## src/rtl/muldiv_controller.sv

```systemverilog
// Multi-cycle signed multiply/divide sequencer with pipeline front-end stall.
// Operands are reduced to magnitudes, iterated unsigned for WIDTH cycles,
// then sign-corrected in FIX.
module muldiv_controller #(
  parameter int unsigned WIDTH = 16
) (
  input  logic             clk,
  input  logic             reset_n,
  input  logic             start,
  input  logic             op,
  input  logic [WIDTH-1:0] operand_a,
  input  logic [WIDTH-1:0] operand_b,
  output logic             busy,
  output logic             done,
  output logic [WIDTH-1:0] result_lo,
  output logic [WIDTH-1:0] result_hi,
  output logic             div_by_zero,
  output logic             pc_write,
  output logic             ifid_write
);

  localparam int unsigned CNT_W = $clog2(WIDTH);
  localparam int unsigned ACC_W = 2 * WIDTH;

  localparam logic [1:0] IDLE = 2'd0;
  localparam logic [1:0] CALC = 2'd1;
  localparam logic [1:0] FIX  = 2'd2;

  logic [1:0]       state_q,  state_d;
  logic [CNT_W-1:0] cnt_q,    cnt_d;
  logic [ACC_W-1:0] acc_q,    acc_d;
  logic [WIDTH-1:0] opnd_q,   opnd_d;
  logic [WIDTH-1:0] orig_a_q, orig_a_d;
  logic             sign_a_q, sign_a_d;
  logic             sign_b_q, sign_b_d;
  logic             op_q,     op_d;
  logic             busy_q,   busy_d;
  logic             done_q,   done_d;
  logic [WIDTH-1:0] lo_q,     lo_d;
  logic [WIDTH-1:0] hi_q,     hi_d;
  logic             dbz_q,    dbz_d;

  logic [WIDTH-1:0] mag_a_c, mag_b_c;
  logic [WIDTH:0]   mul_sum_c;
  logic [ACC_W-1:0] mul_step_c;
  logic [WIDTH-1:0] rem_sh_c;
  logic [WIDTH:0]   diff_c;
  logic [ACC_W-1:0] div_step_c;
  logic [ACC_W-1:0] prod_c;
  logic [WIDTH-1:0] quot_c, rem_c;
  logic             stall_c;

  // Operand magnitudes, one iteration of each algorithm, and sign fix-up.
  always_comb begin
    mag_a_c    = operand_a[WIDTH-1] ? -operand_a : operand_a;
    mag_b_c    = operand_b[WIDTH-1] ? -operand_b : operand_b;
    // Shift-add: upper half accumulates, multiplier bits retire from the LSB.
    mul_sum_c  = {1'b0, acc_q[ACC_W-1:WIDTH]} + (acc_q[0] ? {1'b0, opnd_q} : '0);
    mul_step_c = {mul_sum_c, acc_q[WIDTH-1:1]};
    // Restoring divide: remainder stays below the divisor, so its MSB is always 0.
    rem_sh_c   = {acc_q[ACC_W-2:WIDTH], acc_q[WIDTH-1]};
    diff_c     = {1'b0, rem_sh_c} - {1'b0, opnd_q};
    div_step_c = diff_c[WIDTH] ? {rem_sh_c, acc_q[WIDTH-2:0], 1'b0}
                               : {diff_c[WIDTH-1:0], acc_q[WIDTH-2:0], 1'b1};
    prod_c     = (sign_a_q ^ sign_b_q) ? -acc_q : acc_q;
    quot_c     = (sign_a_q ^ sign_b_q) ? -acc_q[WIDTH-1:0] : acc_q[WIDTH-1:0];
    rem_c      = sign_a_q ? -acc_q[ACC_W-1:WIDTH] : acc_q[ACC_W-1:WIDTH];
  end

  // Next-state and register updates for the IDLE/CALC/FIX sequence.
  always_comb begin
    state_d  = state_q;
    cnt_d    = cnt_q;
    acc_d    = acc_q;
    opnd_d   = opnd_q;
    orig_a_d = orig_a_q;
    sign_a_d = sign_a_q;
    sign_b_d = sign_b_q;
    op_d     = op_q;
    busy_d   = busy_q;
    done_d   = 1'b0;
    lo_d     = lo_q;
    hi_d     = hi_q;
    dbz_d    = dbz_q;
    case (state_q)
      IDLE: begin
        if (start) begin
          op_d     = op;
          sign_a_d = operand_a[WIDTH-1];
          sign_b_d = operand_b[WIDTH-1];
          orig_a_d = operand_a;
          cnt_d    = '0;
          dbz_d    = 1'b0;
          opnd_d   = op ? mag_b_c : mag_a_c;
          acc_d    = {WIDTH'(0), (op ? mag_a_c : mag_b_c)};
          if (op && (operand_b == '0)) begin
            state_d = FIX;
            busy_d  = 1'b0;
          end else begin
            state_d = CALC;
            busy_d  = 1'b1;
          end
        end
      end
      CALC: begin
        acc_d = op_q ? div_step_c : mul_step_c;
        cnt_d = cnt_q + CNT_W'(1);
        if (cnt_q == CNT_W'(WIDTH - 1)) begin
          state_d = FIX;
          busy_d  = 1'b0;
        end
      end
      FIX: begin
        done_d  = 1'b1;
        state_d = IDLE;
        if (op_q && (opnd_q == '0)) begin
          lo_d  = '1;
          hi_d  = orig_a_q;
          dbz_d = 1'b1;
        end else if (op_q) begin
          lo_d = quot_c;
          hi_d = rem_c;
        end else begin
          lo_d = prod_c[WIDTH-1:0];
          hi_d = prod_c[ACC_W-1:WIDTH];
        end
      end
      default: begin
        state_d = IDLE;
        busy_d  = 1'b0;
      end
    endcase
  end

  // State and datapath registers.
  always_ff @(posedge clk or negedge reset_n) begin
    if (!reset_n) begin
      state_q  <= IDLE;
      cnt_q    <= '0;
      acc_q    <= '0;
      opnd_q   <= '0;
      orig_a_q <= '0;
      sign_a_q <= 1'b0;
      sign_b_q <= 1'b0;
      op_q     <= 1'b0;
      busy_q   <= 1'b0;
      done_q   <= 1'b0;
      lo_q     <= '0;
      hi_q     <= '0;
      dbz_q    <= 1'b0;
    end else begin
      state_q  <= state_d;
      cnt_q    <= cnt_d;
      acc_q    <= acc_d;
      opnd_q   <= opnd_d;
      orig_a_q <= orig_a_d;
      sign_a_q <= sign_a_d;
      sign_b_q <= sign_b_d;
      op_q     <= op_d;
      busy_q   <= busy_d;
      done_q   <= done_d;
      lo_q     <= lo_d;
      hi_q     <= hi_d;
      dbz_q    <= dbz_d;
    end
  end

  // Freeze PC and IF/ID from the accepting cycle until the last iteration.
  always_comb begin
    stall_c = busy_q | (start & (state_q == IDLE));
  end

  assign busy        = busy_q;
  assign done        = done_q;
  assign result_lo   = lo_q;
  assign result_hi   = hi_q;
  assign div_by_zero = dbz_q;
  assign pc_write    = ~stall_c;
  assign ifid_write  = ~stall_c;

endmodule

```

## config.mk

```make
export PLATFORM = sky130hd
export DESIGN_NAME = muldiv_controller
export DESIGN_NICKNAME = d
export VERILOG_FILES = /design/src/rtl/muldiv_controller.sv
export SDC_FILE = /design/constraint.sdc
export NUM_CORES = 1
export LEC_CHECK = 0
export BUFFER_PORTS_ARGS = -buffer_cell sky130_fd_sc_hd__clkbuf_2
export CAP_MARGIN = 10
export CORE_AREA = 2 2 115 140
export CTS_CLUSTER_SIZE = 10
export DETAILED_ROUTE_END_ITERATION = 7
export DIE_AREA = 0 0 117 142
export GPL_TIMING_DRIVEN = 0
export PLACE_DENSITY_LB_ADDON = 0.25
export SKIP_LAST_GASP = 1
export SLEW_MARGIN = 10
export SYNTH_ARGS = -nofsm -noshare
export SYNTH_HDL_FRONTEND = slang
export SYNTH_SLANG_ARGS = --single-unit
```

## constraint.sdc

```tcl
create_clock -name clk -period 2.4 [get_ports clk]
set_input_delay 0.48 -clock clk [delete_from_list [all_inputs] [get_ports clk]]
set_output_delay 0.48 -clock clk [all_outputs]
set_load 0.01 [all_outputs]
```

==> results of run 1 <==
## repair_timing
action | CTS | global route
endpoints found under the hold margin | 0 | 0
pin swaps | 51 | 36
endpoints found under the setup margin | 34 | 56
setup buffers | 34 | 9
gates resized for setup | 96 | 50
## flip-flops by register name (all words and copies together) (netlist names)
register	cells
acc_q	32
opnd_q	16
orig_a_q	16
result_hi	16
result_lo	16
cnt_q	4
state_q	2
busy	1
div_by_zero	1
done	1
op_q	1
sign_b_q	1
## cells by family after synthesis
| logic type | after synthesis | synth area share |
|---|---|---|
| buf+inv | 102 | 0.04815 |
| xor+xnor | 72 | 0.07656 |
| fa+ha+maj | 40 | 0.06259 |
| flops | 107 | 0.3251 |
| simple gates | 367 | 0.2051 |
| compound gates | 314 | 0.2497 |
| mux | 27 | 0.03281 |
## metal layers
metal	vias up	part of all wire	global-route usage
met2	407	0.47	0.5446
met5	-	0	0
li1	3966	-	-
met3	110	0.069	0.05324
met1	3994	0.40	0.4321
met4	0	0.056	0.1591
## worst max-delay path: cells and delay by family (launching register included)
family | cells | cell delay [ns]
and+or+nand+nor | 1 | 0.15
DFF | 1 | 0.45
muxes | 1 | 0.20
buffers and inverters | 1 | 0.14
adders and majority gates | 1 | 0.26
AOI/OAI and AO/OA | 6 | 1.34
## how the worst max path moves through the flow
stage                               start  cells past startpoint  slack [ns]                        to
floorplan           acc_q[15]$_DFFE_PN0P_                     10       -0.06     acc_q[20]$_DFFE_PN0P_
global placement                  reset_n                      1       -0.95     acc_q[15]$_DFFE_PN0P_
detailed placement   acc_q[0]$_DFFE_PN0P_                     10       -0.76  result_hi[6]$_DFFE_PN0P_
CTS                  acc_q[0]$_DFFE_PN0P_                     10       -0.19  result_hi[8]$_DFFE_PN0P_
global route        opnd_q[0]$_DFFE_PN0P_                     12       -0.36     acc_q[19]$_DFFE_PN0P_
finish               acc_q[0]$_DFFE_PN0P_                     10       -0.25     acc_q[28]$_DFFE_PN0P_
## cell type report
cell class	instances	area (µm²)	area share
plain buffers	59	272.8	0.02694
clock buffers	9	225.2	0.02225
clock inverters	7	68.82	0.006798
inverters	41	163.9	0.01619
multi-input cells	820	5714	0.5645
flip-flops and latches	107	2686	0.2654
well taps	208	260.3	0.02571
repair buffers	113	732.0	0.07230
## layout by cell type (no fill, tap or decap), drive strengths merged, types with 33 or more instances in the layout
cell type	count
nor2	98
clkbuf	132
inv	42
o21ai	100
a21oi	55
buf	49
ha	38
xnor2	39
xor2	33
dfrtp	107
nand2	144
## report_power, final
group	total, mW	switching (mW)	internal [mW]
clock	1.52	0.787	0.734
sequential	3.70	1.03	2.68
combinational	11.5	6.66	4.81
## through the flow
| step | hold slack (ns) | TNS [ns] | utilization |
|---|---|---|---|
| detailed placement | 0.3893 | -13.35 | 0.5847 |
| finish | -0.006764 | -3.816 | 0.6605 |
| global placement | 0.4645 | -90.32 | 0.5824 |
| floorplan | 0.1844 | -0.05814 | - |
| CTS | 0.002119 | -3.630 | 0.6443 |
| global route | 0.01084 | -6.705 | 0.6605 |
==> results.txt, run 1 <==
----------------------------------------------------
[STA]
  Final Cycle Share ... 1.103
  Post-Route Hold Slack ... -0.006764 ns
  Measured slew at the worst slew-check pin ... roughly 0.8 ns
  RSZ-0062 raised after global routing ... yes
  Peak Freq ... roughly 380 MHz
  Total count of hold-check failures in the final report ... 4
  Time the final worst path needs with I/O delays and setup ... between 2 and 3 ns
  Clk_skew ... roughly 0.012 ns
  Max transition margin ... 0.4691
  Final setup fails ... 28
  Max Slew Vio Count ... 0
  Post-route setup slack ... -0.2483 ns

[Worst setup path]
  Critical R2R Launch ... acc_q[0]$_DFFE_PN0P_
  R2R Path End ... acc_q[28]$_DFFE_PN0P_
  Kind of critical path ... flip-flop to flip-flop
  CP peak stage delay ... between 0.4 and 0.5 ns
  WP data required ... between 2 and 3 ns
  Reg-to-reg setup timing slack ... -0.25 ns
  Cell at the slowest stage of the critical path ... dfrtp_2
  Crit Path Max Fanout ... 6
  Launching element type of the critical path ... flip-flop
  Worst-case reg-to-reg path depth ... 10
  Data arrival, critical path ... ~2.9 ns
  Nature of the critical path endpoint ... flip-flop
  Cell Chain, Critical Path ... clkinv_4 -> nor2_2 -> ha_1 -> o21a_1 -> o21a_1 -> a211o_1 -> a31oi_2 -> mux2i_1 -> a21boi_1 -> a211o_1

[Power and ir drop]
  Tot Pwr ... 16.69 mW
  Peak supply drop ... a little under 0.0006 V
  Total power divided by cell area ... 1649 nW/µm²
  Static Leakage ... 4.351 nW

[Cells and area]
  Final Instance Count excl. Fillers ... between 1,000 and 1,500
  Proportion of layout cells with a drive suffix above 1 ... 0.2119
  Design Area, Final ... between 10,000 and 15,000 µm²
  Post-synthesis to final-layout area growth ... 22.91%
  Antenna diode count ... 0
  Net count, final ... about 1,200
  Fillers ... around 1,300

[Synthesis]
  Fraction of synthesized cell area taken by the top area cell type ... 0.3251
  Portion of the post-synthesis area used by sequential elements ... 0.3251
  Leading cell types by total area after synthesis ... dfrtp_1 (33%), nand2_1 (6.6%), ha_1 (5.8%), o21ai_0 (5.4%), nor2_1 (4.5%)
  EDFF count, synth ... 0
  Top FF cell, synth ... dfrtp_1
  Leading post-synthesis cells by instance count ... nand2_1 (144), dfrtp_1 (107), nor2_1 (98)
  Cell with the most instances after synthesis ... nand2_1
  Number of storage elements in the synthesis netlist ... 107
  Count of synthesis-stage warnings from yosys ... 0
  Number of different library cells in the post-synthesis netlist ... 70
  Mean instance size in the synthesized netlist ... around 8.0 µm²
  Async SR Flop Fraction ... 1.000
  Cell count after synthesis ... around 1,000
  Area leader, netlist ... dfrtp_1
  Cell Area, Synth ... 8237 µm²
  Net count of the mapped netlist ... roughly 1,100

[Placement]
  Detailed placer's ending HPWL ... between 20,000 and 25,000 µm
  Placed instance area ... 8962 µm²
  # placed instances ... around 1,300
  Routability congestion estimate from global placement ... roughly 0.96
  Number of I/O port buffers ... 70
  Setup slack after placement ... -0.7553 ns

[Clock network]
  TritonCTS clock tree ... yes
  Buffer type at the clock tree root ... clkbuf_16
  Clock latency on the worst-skew pair ... 0.37 ns
  CTS sink count ... roughly 110
  Hold-fix buffers, CTS ... 0
  H-Tree Depth ... 3
  Clk buf depth ... 2
  Clock-pin slew on the worst setup and hold paths ... 0.08 ns
  Total CTS buffers ... 9

[Die]
  Die area ... between 15,000 and 20,000 µm²
  Horizontal die dimension ... between 100 and 150 µm
  Number of top-level design ports ... 73
  Initial core utilization ... 0.5374
  Chip Height ... roughly 140 µm
  Area of the core region ... between 15,000 and 20,000 µm²
  Number of standard-cell rows in the floorplan ... 50

[Detailed routing]
  Routed wire length per instance ... ~20 µm
  Detailed-routing iteration count for the pre-antenna-repair pass ... 5
  Total wirelength of the detailed-routed design ... between 20,000 and 30,000 µm
  Detailed-route vias per instance ... 6.215
  Remaining antenna violation count ... 0
  Count of routing violations after the opening detailed-route iteration ... slightly above 600
  Vias after detailed routing ... ~8,500
  Number of design rule violations left after detail routing ... 0

[Outcome]
  Violated checks ... hold timing, setup timing
  Run status ... finished with violations

[Flow run]
  Count of max-cap constraint violations ... 0

[Global routing]
  Number of global-route vias before repair ... around 7,800
  Total GRT Usage ... 0.3343
  Congestion Overflow GR ... 0
  Largest net degree at the start of global routing ... a little over 80
  Initial antenna violation count ... 0
  First-pass GRT wire length ... 42,290 µm

[Hold path]
  Min-Delay Path Class ... input port to async pin

----------------------------------------------------
Note: power is estimated with default switching activity, not from simulation.
==> run 2, diff against run 1 <==
- CORE_AREA: 2 2 115 140 -> 2 2 113 137
- CTS_BUF_LIST: not set -> sky130_fd_sc_hd__clkbuf_8
- DIE_AREA: 0 0 117 142 -> 0 0 115 139
==> run 2 against run 1 <==
The run ends with setup timing left. Via count increased by 1.1%. Sequential cell count stayed put. Hold slack improved by 0.29 ns. Clock skew hardly changed. Non-clock buffer count increased by 5. Global-route usage increased by 1.3 points. Critical path type unchanged. Critical endpoint is now acc_q[19]$_DFFE_PN0P_.
==> results.txt, run 2 (same netlist as run 1, synthesis figures left out) <==
----------------------------------------------------
[Outcome]
  Run status ... finished with violations
  Violated checks ... setup timing

[Die]
  Die area ... 15,990 µm² (-3.8%)
  Horizontal die dimension ... 115 µm (-1.7%)
  Initial core utilization ... 0.5598 (+0.02239)
  Area of the core region ... 14,710 µm² (-4.0%)
  Number of top-level design ports ... 73 (unchanged)
  Number of standard-cell rows in the floorplan ... 49 (-2.0%)
  Chip Height ... 139 µm (-2.1%)

[STA]
  Max transition margin ... 0.4486 (-0.02051)
  Fin Setup TNS ... -2.711 ns (+1.105 ns)
  Clk_skew ... 0.01188 ns (+0.0003127 ns)
  Measured slew at the worst slew-check pin ... 0.8271 ns (+0.03077 ns)
  Final setup fails ... 27 (-3.6%)
  Peak Freq ... 380.2 MHz (+0.69%)
  Max Slew Vio Count ... 0 (unchanged)
  Final Cycle Share ... 1.096 (-0.007540)
  Time the final worst path needs with I/O delays and setup ... 2.630 ns (-0.01810 ns)
  RSZ-0062 raised after global routing ... yes
  Post-route setup slack ... -0.2302 ns (+0.01810 ns)
  Total count of hold-check failures in the final report ... 0 (-4)

[Global routing]
  GR met3 Demand/Resource ... 0.06906 (+0.01582)
  GR Util met2 ... 0.5502 (+0.005585)
  GRT busiest layer ... met2
  First-pass GRT wire length ... 42,950 µm (+1.6%)
  Total GRT Usage ... 0.3475 (+0.01315)
  Number of global-route vias before repair ... 8,074 (+3.6%)
  Met1 usage ... 0.4448 (+0.01263)
  Initial antenna violation count ... 0 (unchanged)
  Largest net degree at the start of global routing ... 102 (+26%)
  Congestion Overflow GR ... 0 (unchanged)

[Placement]
  Routability congestion estimate from global placement ... 0.9861 (+2.2%)
  Number of I/O port buffers ... 70 (unchanged)
  Detailed placer's ending HPWL ... 20,010 µm (-3.1%)
  Placed instance area ... 8925 µm² (-0.42%)

[Cells and area]
  Top register by number of flip-flops ... acc_q
  Storage element area ... 2691 µm² (+0.19%)
  Most common cell after layout, fill and taps aside ... nand2_1
  Max reg flops ... 32 (unchanged)
  Combined area of the multi-input logic cells ... 5732 µm² (+0.31%)
  Fillers ... 1,247 (-6.8%)
  Antenna diode count ... 0 (unchanged)
  Design Area, Final ... 10,070 µm² (-0.54%)
  Net count, final ... 1,232 (+0.41%)
  Post-synthesis to final-layout area growth ... 22.24%
  Top library cells by usage in the layout, fill and taps aside ... nand2_1 (140), dfrtp_1 (96), nor2_1 (91)
  Proportion of layout cells with a drive suffix above 1 ... 0.2300 (+0.01804)

[Hold path]
  Min-Delay Path Class ... input port to flip-flop

[Clock network]
  TritonCTS clock tree ... yes
  Clock-pin slew on the worst setup and hold paths ... 0.12 ns (+0.04 ns)
  Total CTS buffers ... 9 (unchanged)
  H-Tree Depth ... 3 (unchanged)
  Clock latency on the worst-skew pair ... 0.42 ns (+0.05 ns)
  CTS sink count ... 107 (unchanged)
  Clk buf depth ... 2 (unchanged)
  Buffer type at the clock tree root ... clkbuf_8

[Worst setup path]
  WP data required ... 2.76 ns (+0.11 ns)
  Cell Chain, Critical Path ... buf_6 -> and2_4 -> ha_4 -> inv_2 -> fa_2 -> nand2b_4 -> buf_4 -> nand2b_1 -> a21oi_1 -> xnor2_1 -> nor2_1 -> a311oi_1 -> a31o_2
  Data arrival, critical path ... 2.99 ns (+0.09 ns)
  Cell at the slowest stage of the critical path ... dfrtp_2
  Nature of the critical path endpoint ... flip-flop
  CP peak stage delay ... 0.43 ns (-0.02 ns)
  Launching element type of the critical path ... flip-flop
  Crit Path Max Fanout ... 3 (-3)
  Kind of critical path ... flip-flop to flip-flop

[Detailed routing]
  Routed wire length per instance ... 20.88 µm (+2.3%)
  Total wirelength of the detailed-routed design ... 27,960 µm (+0.41%)
  Detailed-routing iteration count for the pre-antenna-repair pass ... 5 (unchanged)
  Count of routing violations after the opening detailed-route iteration ... 834 (+37%)
  Number of design rule violations left after detail routing ... 0 (unchanged)
  Vias after detailed routing ... 8,570 (+1.1%)
  Detailed-route vias per instance ... 6.400 (+3.0%)
  Remaining antenna violation count ... 0 (unchanged)

[Power and ir drop]
  Total power divided by cell area ... 1626 nW/µm² (-1.4%)
  Static Leakage ... 4.322 nW (-0.65%)
  Peak supply drop ... 0.0007571 V (+27%)

[Flow run]
  Count of max-cap constraint violations ... 0 (unchanged)

----------------------------------------------------
-- run 2: changes by cell type in the layout (fill, tap and decap cells not counted), moves of 4 or more --
cell,change
buf_4,+6
clkbuf_16,-9
clkbuf_8,+9
dfrtp_1,-4
dfrtp_2,+4
ha_1,-5
ha_2,+6
inv_1,-6
inv_2,+6
-- run 2: final timing paths --
| check | startpoint | endpoint | slack, ns | depth (start not counted) |
|---|---|---|---|---|
| max | opnd_q[0]$_DFFE_PN0P_ | acc_q[19]$_DFFE_PN0P_ | -0.23 | 13 |
| min | operand_a[12] | orig_a_q[12]$_DFFE_PN0P_ | 0.28 | 3 |
| max reg2reg | opnd_q[0]$_DFFE_PN0P_ | acc_q[19]$_DFFE_PN0P_ | -0.23 | 13 |
| min reg2reg | result_hi[9]$_DFFE_PN0P_ | result_hi[9]$_DFFE_PN0P_ | 0.49 | 2 |
| max in group asynchronous | reset_n | acc_q[28]$_DFFE_PN0P_ | 1.21 | 3 |
| min in group asynchronous | reset_n | opnd_q[2]$_DFFE_PN0P_ | 0.43 | 2 |
-- run 2: through the flow --
| step | util | hold slack (ns) | power (mW) | std cells | setup slack (ns) |
|---|---|---|---|---|---|
| 2_1_floorplan | - | 0.1844 | 10.19 | 1029 | -0.05761 |
| 3_3_place_gp | 0.6041 | 0.4655 | 12.80 | 1277 | -0.8931 |
| 3_5_place_dp | 0.6065 | 0.3099 | 12.93 | 1278 | -0.7377 |
| 4_1_cts | 0.6565 | 0.2859 | 15.15 | 1327 | -0.1499 |
| 5_1_grt | 0.6843 | 0.2934 | 17.40 | 1339 | -0.2830 |
| 6_report | 0.6843 | 0.2836 | 16.37 | 1339 | -0.2302 |
-- run 2: where the power goes --
part           switching (mW)  total (mW)  internal (mW)
clock                   0.749        1.16          0.412
combinational            6.70        11.5           4.84
sequential              0.990        3.67           2.68
total                    8.44        16.4           7.93
-- run 2: routing by layer --
metal / part of all wire / vias to the layer above
met5: 0 / -
met4: 0.061 / 0
met3: 0.082 / 121
met2: 0.47 / 442
met1: 0.39 / 4037
li1: - / 3970
-- run 2: critical path, delay by kind of cell, from the launching register on --
kind            cells  cell delay, ns
xor+xnor            1            0.28
flops               1            0.43
compound gates      3            0.57
fa+ha+maj           2            0.52
buf+inv             3            0.29
simple gates        4            0.48
-- run 2: final cells by class --
| cell class | count | share of cell area |
|---|---|---|
| Multi-Input combinational cell | 820 | 0.5693 |
| Timing Repair Buffer | 120 | 0.07817 |
| Clock inverter | 7 | 0.007953 |
| Buffer | 57 | 0.02647 |
| Tap cell | 178 | 0.02212 |
| Sequential cell | 107 | 0.2673 |
| Clock buffer | 9 | 0.01230 |
| Inverter | 41 | 0.01640 |
-- run 2: repair_timing --
| item | CTS | global route |
|---|---|---|
| resized for setup | 75 | 85 |
| hold endpoints to repair | 6 | 0 |
| buffers inserted | 36 | 13 |
| setup endpoints to repair | 34 | 56 |
| pin swaps | 46 | 47 |
| hold buffers | 1 | 0 |
